<file path="src/rtl/hist2d_event_binner.sv">
// hist2d_event_binner: pops TDC-GPX words and groups them into START-delimited events.
// For each event with exactly four hits (one per channel) it bins X = CH1-CH2 and Y = CH3-CH4.
// The bin update is a +1 read-modify-write on the DDR2 controller port.
// It also provides a bin clear sweep and accepted/rejected event counters.
// Channel field fifo_dout[27:26]: 0 = CH1, 1 = CH2, 2 = CH3, 3 = CH4.
// Optional macro HIST2D_SAT_EN: when defined, a full bin stays at 2^DATA_W-1
// instead of wrapping to 0.
module hist2d_event_binner #(
    parameter int unsigned       TS_W      = 16,
    parameter int unsigned       BIN_BITS  = 10,
    parameter int unsigned       ADDR_W    = 30,
    parameter int unsigned       DATA_W    = 32,
    parameter logic [ADDR_W-1:0] BASE_ADDR = '0
) (
    input  logic              clk,
    input  logic              reset,
    input  logic              enable,
    input  logic              clear_start,
    output logic              clear_busy,
    input  logic [31:0]       fifo_dout,
    output logic              fifo_rd_en,
    input  logic              fifo_empty,
    input  logic              fifo_valid,
    input  logic              mem_ready,
    output logic              mem_op,
    output logic              mem_rw,
    output logic [ADDR_W-1:0] mem_addr,
    output logic [DATA_W-1:0] mem_wdata,
    input  logic [DATA_W-1:0] mem_rdata,
    input  logic              mem_rdata_valid,
    output logic [31:0]       evt_accepted,
    output logic [31:0]       evt_rejected
);

    localparam int unsigned IDX_W  = 2 * BIN_BITS;
    localparam int unsigned DIFF_W = TS_W + 1;
    localparam logic [31:0] MARKER = 32'hFFFF_FFFF;
    localparam logic signed [DIFF_W-1:0] WIN_HI = DIFF_W'((1 << (BIN_BITS - 1)) - 1);
    localparam logic signed [DIFF_W-1:0] WIN_LO = DIFF_W'(-(1 << (BIN_BITS - 1)));

    typedef enum logic [3:0] {
        IDLE, FETCH, EVAL, DIFF, RD_REQ, RD_WAIT, MODIFY,
        WR_REQ, WR_WAIT, CLEAR_EVT, CLR_WR, CLR_WAIT
    } state_t;

    state_t                  state_q, state_d;
    logic [3:0][TS_W-1:0]    ts_q, ts_d;
    logic [3:0]              hit_q, hit_d;
    logic [7:0]              hits_q, hits_d;
    logic [DATA_W-1:0]       rdata_q, rdata_d;
    logic                    clr_pend_q, clr_pend_d;
    logic                    clear_busy_q, clear_busy_d;
    logic [IDX_W-1:0]        idx_q, idx_d;
    logic                    wr_skip_q, wr_skip_d;
    logic                    fifo_rd_en_q, fifo_rd_en_d;
    logic                    mem_op_q, mem_op_d;
    logic                    mem_rw_q, mem_rw_d;
    logic [ADDR_W-1:0]       mem_addr_q, mem_addr_d;
    logic [DATA_W-1:0]       mem_wdata_q, mem_wdata_d;
    logic [31:0]             acc_q, acc_d;
    logic [31:0]             rej_q, rej_d;

    logic signed [DIFF_W-1:0] dx_c, dy_c;
    logic [DIFF_W-1:0]        bx_c, by_c;
    logic                     in_win_c;
    logic [ADDR_W-1:0]        rmw_addr_c, clr_addr_c;
    logic [DATA_W-1:0]        inc_c;
    logic [1:0]               ch_c;
    logic                     sweeping_c;

    // Delay differences, window test and bin address of the current event
    assign dx_c       = $signed({1'b0, ts_q[0]}) - $signed({1'b0, ts_q[1]});
    assign dy_c       = $signed({1'b0, ts_q[2]}) - $signed({1'b0, ts_q[3]});
    assign bx_c       = DIFF_W'(dx_c - WIN_LO);
    assign by_c       = DIFF_W'(dy_c - WIN_LO);
    assign in_win_c   = (dx_c >= WIN_LO) && (dx_c <= WIN_HI) &&
                        (dy_c >= WIN_LO) && (dy_c <= WIN_HI);
    assign rmw_addr_c = BASE_ADDR + ADDR_W'({by_c[BIN_BITS-1:0], bx_c[BIN_BITS-1:0], 2'b00});
    assign clr_addr_c = BASE_ADDR + ADDR_W'({idx_q, 2'b00});
    assign ch_c       = fifo_dout[27:26];
    assign sweeping_c = (state_q == CLR_WR) || (state_q == CLR_WAIT);

    // Bin increment: wrap by default, hold at full scale when saturation is built in
`ifdef HIST2D_SAT_EN
    assign inc_c = (&rdata_q) ? rdata_q : rdata_q + DATA_W'(1);
`else
    assign inc_c = rdata_q + DATA_W'(1);
`endif

    // Next-state and registered-output logic
    always_comb begin
        state_d      = state_q;
        ts_d         = ts_q;
        hit_d        = hit_q;
        hits_d       = hits_q;
        rdata_d      = rdata_q;
        clr_pend_d   = clr_pend_q | (clear_start & ~sweeping_c);
        idx_d        = idx_q;
        wr_skip_d    = wr_skip_q;
        fifo_rd_en_d = 1'b0;
        mem_op_d     = 1'b0;
        mem_rw_d     = 1'b1;
        mem_addr_d   = mem_addr_q;
        mem_wdata_d  = mem_wdata_q;
        acc_d        = acc_q;
        rej_d        = rej_q;

        case (state_q)
            IDLE: begin
                if (clr_pend_q) begin
                    if ((hits_q != 8'd0) || (hit_q != 4'd0)) begin
                        state_d = CLEAR_EVT;
                    end else begin
                        clr_pend_d = 1'b0;
                        idx_d      = '0;
                        state_d    = CLR_WR;
                    end
                end else if (enable && !fifo_empty) begin
                    fifo_rd_en_d = 1'b1;
                    state_d      = FETCH;
                end
            end
            FETCH: begin
                if (fifo_valid) begin
                    if (fifo_dout == MARKER) begin
                        state_d = EVAL;
                    end else begin
                        ts_d[ch_c]  = fifo_dout[TS_W:1];
                        hit_d[ch_c] = 1'b1;
                        if (hits_q != 8'hFF) hits_d = hits_q + 8'd1;
                        state_d = IDLE;
                    end
                end
            end
            EVAL: begin
                if (hits_q == 8'd0) begin
                    state_d = IDLE;
                end else if ((hits_q == 8'd4) && (&hit_q)) begin
                    state_d = DIFF;
                end else begin
                    rej_d   = rej_q + 32'd1;
                    state_d = CLEAR_EVT;
                end
            end
            DIFF: begin
                if (in_win_c) begin
                    mem_addr_d = rmw_addr_c;
                    state_d    = RD_REQ;
                end else begin
                    rej_d   = rej_q + 32'd1;
                    state_d = CLEAR_EVT;
                end
            end
            RD_REQ: begin
                if (mem_ready) begin
                    mem_op_d = 1'b1;
                    mem_rw_d = 1'b1;
                    state_d  = RD_WAIT;
                end
            end
            RD_WAIT: begin
                if (mem_rdata_valid) begin
                    rdata_d = mem_rdata;
                    state_d = MODIFY;
                end
            end
            MODIFY: begin
                mem_wdata_d = inc_c;
                state_d     = WR_REQ;
            end
            WR_REQ: begin
                if (mem_ready) begin
                    mem_op_d  = 1'b1;
                    mem_rw_d  = 1'b0;
                    wr_skip_d = 1'b1;
                    state_d   = WR_WAIT;
                end
            end
            WR_WAIT: begin
                if (wr_skip_q) begin
                    wr_skip_d = 1'b0;
                end else if (mem_ready) begin
                    acc_d   = acc_q + 32'd1;
                    state_d = CLEAR_EVT;
                end
            end
            CLEAR_EVT: begin
                hit_d   = '0;
                ts_d    = '0;
                hits_d  = '0;
                state_d = IDLE;
            end
            CLR_WR: begin
                if (mem_ready) begin
                    mem_op_d    = 1'b1;
                    mem_rw_d    = 1'b0;
                    mem_addr_d  = clr_addr_c;
                    mem_wdata_d = '0;
                    wr_skip_d   = 1'b1;
                    state_d     = CLR_WAIT;
                end
            end
            CLR_WAIT: begin
                if (wr_skip_q) begin
                    wr_skip_d = 1'b0;
                end else if (mem_ready) begin
                    if (&idx_q) begin
                        acc_d   = '0;
                        rej_d   = '0;
                        state_d = IDLE;
                    end else begin
                        idx_d   = idx_q + IDX_W'(1);
                        state_d = CLR_WR;
                    end
                end
            end
            default: state_d = IDLE;
        endcase

        clear_busy_d = clr_pend_d || (state_d == CLR_WR) || (state_d == CLR_WAIT);
    end

    // State and output registers
    always_ff @(posedge clk or posedge reset) begin
        if (reset) begin
            state_q      <= IDLE;
            ts_q         <= '0;
            hit_q        <= '0;
            hits_q       <= '0;
            rdata_q      <= '0;
            clr_pend_q   <= 1'b0;
            clear_busy_q <= 1'b0;
            idx_q        <= '0;
            wr_skip_q    <= 1'b0;
            fifo_rd_en_q <= 1'b0;
            mem_op_q     <= 1'b0;
            mem_rw_q     <= 1'b1;
            mem_addr_q   <= '0;
            mem_wdata_q  <= '0;
            acc_q        <= '0;
            rej_q        <= '0;
        end else begin
            state_q      <= state_d;
            ts_q         <= ts_d;
            hit_q        <= hit_d;
            hits_q       <= hits_d;
            rdata_q      <= rdata_d;
            clr_pend_q   <= clr_pend_d;
            clear_busy_q <= clear_busy_d;
            idx_q        <= idx_d;
            wr_skip_q    <= wr_skip_d;
            fifo_rd_en_q <= fifo_rd_en_d;
            mem_op_q     <= mem_op_d;
            mem_rw_q     <= mem_rw_d;
            mem_addr_q   <= mem_addr_d;
            mem_wdata_q  <= mem_wdata_d;
            acc_q        <= acc_d;
            rej_q        <= rej_d;
        end
    end

    assign clear_busy   = clear_busy_q;
    assign fifo_rd_en   = fifo_rd_en_q;
    assign mem_op       = mem_op_q;
    assign mem_rw       = mem_rw_q;
    assign mem_addr     = mem_addr_q;
    assign mem_wdata    = mem_wdata_q;
    assign evt_accepted = acc_q;
    assign evt_rejected = rej_q;

endmodule

</file>
<file path="config.mk">
export PLATFORM = sky130hd
export DESIGN_NAME = hist2d_event_binner
export DESIGN_NICKNAME = d
export VERILOG_FILES = /design/src/rtl/hist2d_event_binner.sv
export SDC_FILE = /design/constraint.sdc
export NUM_CORES = 1
export LEC_CHECK = 0
export CELL_PAD_IN_SITES_DETAIL_PLACEMENT = 1
export CELL_PAD_IN_SITES_GLOBAL_PLACEMENT = 1
export CORE_UTILIZATION = 41
export CTS_CLUSTER_SIZE = 14
export DETAILED_ROUTE_END_ITERATION = 12
export PLACE_DENSITY = 0.83
export SYNTH_ARGS = -nofsm -noshare
export SYNTH_HDL_FRONTEND = slang
export SYNTH_SLANG_ARGS = --single-unit
</file>
<file path="constraint.sdc">
create_clock -name clk -period 10.3 [get_ports clk]
set_clock_uncertainty 0.05 [all_clocks]
set_input_delay 1.545 -clock clk [delete_from_list [all_inputs] [get_ports clk]]
set_output_delay 1.545 -clock clk [all_outputs]
set_load 0.02 [all_outputs]
</file>
==> results.sh <==
export IMPL_vias=11913
export IMPL_pre_cts_ws_ns=5.647
export IMPL_layout_setup_ws_ns=5.611
export IMPL_power_density_mw_per_mm2=316.6
export IMPL_crit_path_end_kind="flip-flop"
export IMPL_power_leakage_nw=7.628
export IMPL_fin_crit_sh=0.4553
export IMPL_setup_viol=0
export IMPL_netlist_area_leader_share=0.4589
export IMPL_multi_input_area_mm2=0.006950
export IMPL_top_level_ports=202
export IMPL_setup_worst_path_class="flip-flop to flip-flop"
export IMPL_yosys_area_top_type="dfrtp_1"
export IMPL_synth_edf_count=0
export IMPL_grt_overflow_total=0
export IMPL_grt_max_degree=98
export IMPL_place_inst=2078
export IMPL_max_cap_viol_count=0
export IMPL_synth_main_ff_cell="dfrtp_1"
export IMPL_drv_slew=0
export IMPL_grt_pass1_wl_um=67680
export IMPL_p_total_mw=5.392
export IMPL_crit_fanout=20
export IMPL_wl_um=41810
export IMPL_tightest_slew_ns=1.068
export IMPL_nets=1781
export IMPL_drc=0
export IMPL_die_area_mm2=0.03439
export IMPL_post_cts_buffers=0
export IMPL_cts_buffers=30
export IMPL_peakVddDrop_mv=0.1837
export IMPL_synthesis_area_mm2=0.01380
export IMPL_tns_ns=0
export IMPL_antenna_found_initial=0
export IMPL_avgSynthCellArea_um2=9.228
export IMPL_fmax_mhz=213.3
export IMPL_rsz0062_at_grt="false"
export IMPL_yosysWarnings=0
export IMPL_grt_pass1_vias=12634
export IMPL_root_buffer="clkbuf_16"
export IMPL_via_per_inst=5.596
export IMPL_run_status="finished clean"
export IMPL_cts_hold_buffers=0
export IMPL_ff2ff_setup_slack_ns=5.61
export IMPL_drt_iter0_drc=549
export IMPL_netlist_cell_type_count=71
export IMPL_routedWlPerCell_um=19.64
export IMPL_drt_antenna_violating_nets=0
export IMPL_drt_pass1_iter_count=4
export IMPL_htree_levels=1
export IMPL_finalHoldViolations=0
export IMPL_cts_sinks=254
export IMPL_fin_util=0.5195
export IMPL_start_util=0.4208
export IMPL_cts_buffer_depth=3
export IMPL_io_buffers=191
export IMPL_die_x_um=185.4
export IMPL_arrival_ns=5.08
export IMPL_path_clk_slew_ns=0.06
export IMPL_yosysSeqAreaShare=0.4608
export IMPL_dp_hpwl_um=29860
export IMPL_stdcell_count=2129
export IMPL_relSlewSlack=0.2879
export IMPL_grt_usage=0.2474
export IMPL_drive_gt1_frac=0.07177
export IMPL_hp_class="flip-flop to flip-flop"
export IMPL_crit_path_start_kind="flip-flop"
export IMPL_ys_seq_elements=254
export IMPL_cts_resized=0
export IMPL_area_delta_synth_final_pct=23.46
export IMPL_num_fill_cells=3758
export IMPL_cts_tree="done"
export IMPL_synth_area_top_cells="dfrtp_1, nand2_1, nor2_1"
export IMPL_syn_inst=1495
export IMPL_num_rows=66
export IMPL_insertion_delay_ns=0.56
export IMPL_coreArea_mm2=0.03278
export IMPL_gp_congestion=0.8660
export IMPL_finalCriticalPeriod_ns=4.689
export IMPL_required_ns=10.69
export IMPL_seq_area_mm2=0.006357
export IMPL_fp_dieH_um=185.4
export IMPL_async_flop_share=1.000
through the flow:
stage	instance area, um2	hold slack (ns)
after floorplan	13830	0.4392
after global placement	16100	0.4119
after detailed placement	16100	0.4196
after CTS	17030	0.4330
after global routing	17030	0.4467
final	17030	0.4262
registers in the layout, summed over array words and instances, names as in the netlist, 4 cells and up:
signal / count
idx_q: 20
evt_rejected: 32
mem_addr: 20
mem_wdata: 32
ts_q: 64
rdata_q: 32
evt_accepted: 32
hit_q: 4
hits_q: 8
state_q: 4
power by group:
part           internal, mW  switching (mW)
Combinational          1.19            1.71
Clock                 0.612           0.412
Sequential             1.25           0.218
Total                  3.05            2.34
layer usage:
| metal | share of wire | up-vias | global-route usage |
|---|---|---|---|
| li1 | - | 5548 | - |
| met1 | 0.43 | 6009 | 0.3208 |
| met2 | 0.49 | 261 | 0.4166 |
| met3 | 0.042 | 95 | 0.03225 |
| met4 | 0.041 | 0 | 0.09851 |
| met5 | 0 | - | 0 |
Yosys cell counts, types with 3 or more instances:
cell type / number
a211o_1: 5
a211oi_1: 5
a21o_1: 12
a21oi_1: 99
a31oi_1: 8
and2_1: 11
and3_1: 31
and4_1: 12
buf_1: 4
buf_2: 4
buf_4: 12
clkbuf_1: 50
dfrtp_1: 253
ha_1: 39
inv_1: 59
mux2_2: 52
mux2i_1: 33
nand2_1: 190
nand2b_1: 17
nand3_1: 51
nand4_1: 32
nand4b_1: 3
nor2_1: 168
nor2b_1: 5
nor3_1: 19
nor4_1: 9
o2111ai_1: 3
o211a_1: 3
o211ai_1: 9
o21a_1: 6
o21ai_0: 92
o21bai_1: 3
o31ai_1: 16
o41ai_1: 5
or2_2: 5
or3_1: 18
or4_1: 6
xnor2_1: 34
xor2_1: 68
cells in the final DEF, fill, tap and decap left out, types with 6 or more instances in the layout:
cell,n
mux2_2,52
nand2_1,190
inv_1,58
o21ai_0,92
nor3_1,18
nor4_1,9
and4_1,12
clkbuf_1,11
ha_1,39
a21oi_1,98
clkbuf_16,31
nand3_1,51
conb_1,10
a31oi_1,8
or3_1,18
a21o_1,12
nand4_1,32
nor2_1,166
buf_4,12
o31ai_1,16
clkbuf_8,6
and3_1,31
mux2i_1,33
dfrtp_1,253
xor2_1,68
o211ai_1,9
or4_1,6
clkdlybuf4s50_1,191
xnor2_1,34
o21a_1,6
nand2b_1,17
and2_1,11
logic make-up (layout without fill, tap and decap cells):
family                   after synthesis  in the layout  share of synthesized area
AND/OR/NAND/NOR                      587            587                     0.2000
AO/OA/AOI/OAI                        293            293                     0.1289
flip-flops                           254            254                     0.4608
buffers and inverters                131            313                    0.03981
XOR/XNOR                             102            102                    0.06476
multiplexers                          86             86                    0.06720
adder cells (fa/ha/maj)               41             41                    0.03827
other                                  1             11                  0.0002718
worst paths after layout:
check,from,endpoint,cells past startpoint
max,ts_q[32]$_DFFE_PP0P_,mem_addr[20]$_DFFE_PP0P_,14
min,mem_wdata[7]$_DFFE_PP0P_,mem_wdata[7]$_DFFE_PP0P_,2
max reg2reg,ts_q[32]$_DFFE_PP0P_,mem_addr[20]$_DFFE_PP0P_,14
min reg2reg,mem_wdata[7]$_DFFE_PP0P_,mem_wdata[7]$_DFFE_PP0P_,2
max in group asynchronous,reset,ts_q[51]$_DFFE_PP0P_,3
min in group asynchronous,reset,evt_rejected[5]$_DFFE_PP0P_,2
worst max-delay path, cell delays in order, from the launching register on:
cell and delay (ns):
dfrtp_1 0.41, inv_1 0.08, ha_1 0.17, inv_1 0.06, fa_1 0.44, a211o_1 0.32
a211o_1 0.35, nand3_1 0.14, a21boi_1 0.09, or3_1 0.34, a211oi_1 0.32, a22oi_2 0.18
or3_1 0.46, nand2_1 0.72, mux2_2 0.42
final cells by class:
class                      instances  share of cell area
multi-input combinational       1119              0.4081
antenna                            1           0.0001469
sequential                       254              0.3732
clock inverter                     2            0.002057
clock buffer                      48             0.05282
tap                              442             0.03247
timing repair buffer             203              0.1175
inverter                          60             0.01366
Power figures use the tool's default switching activity.
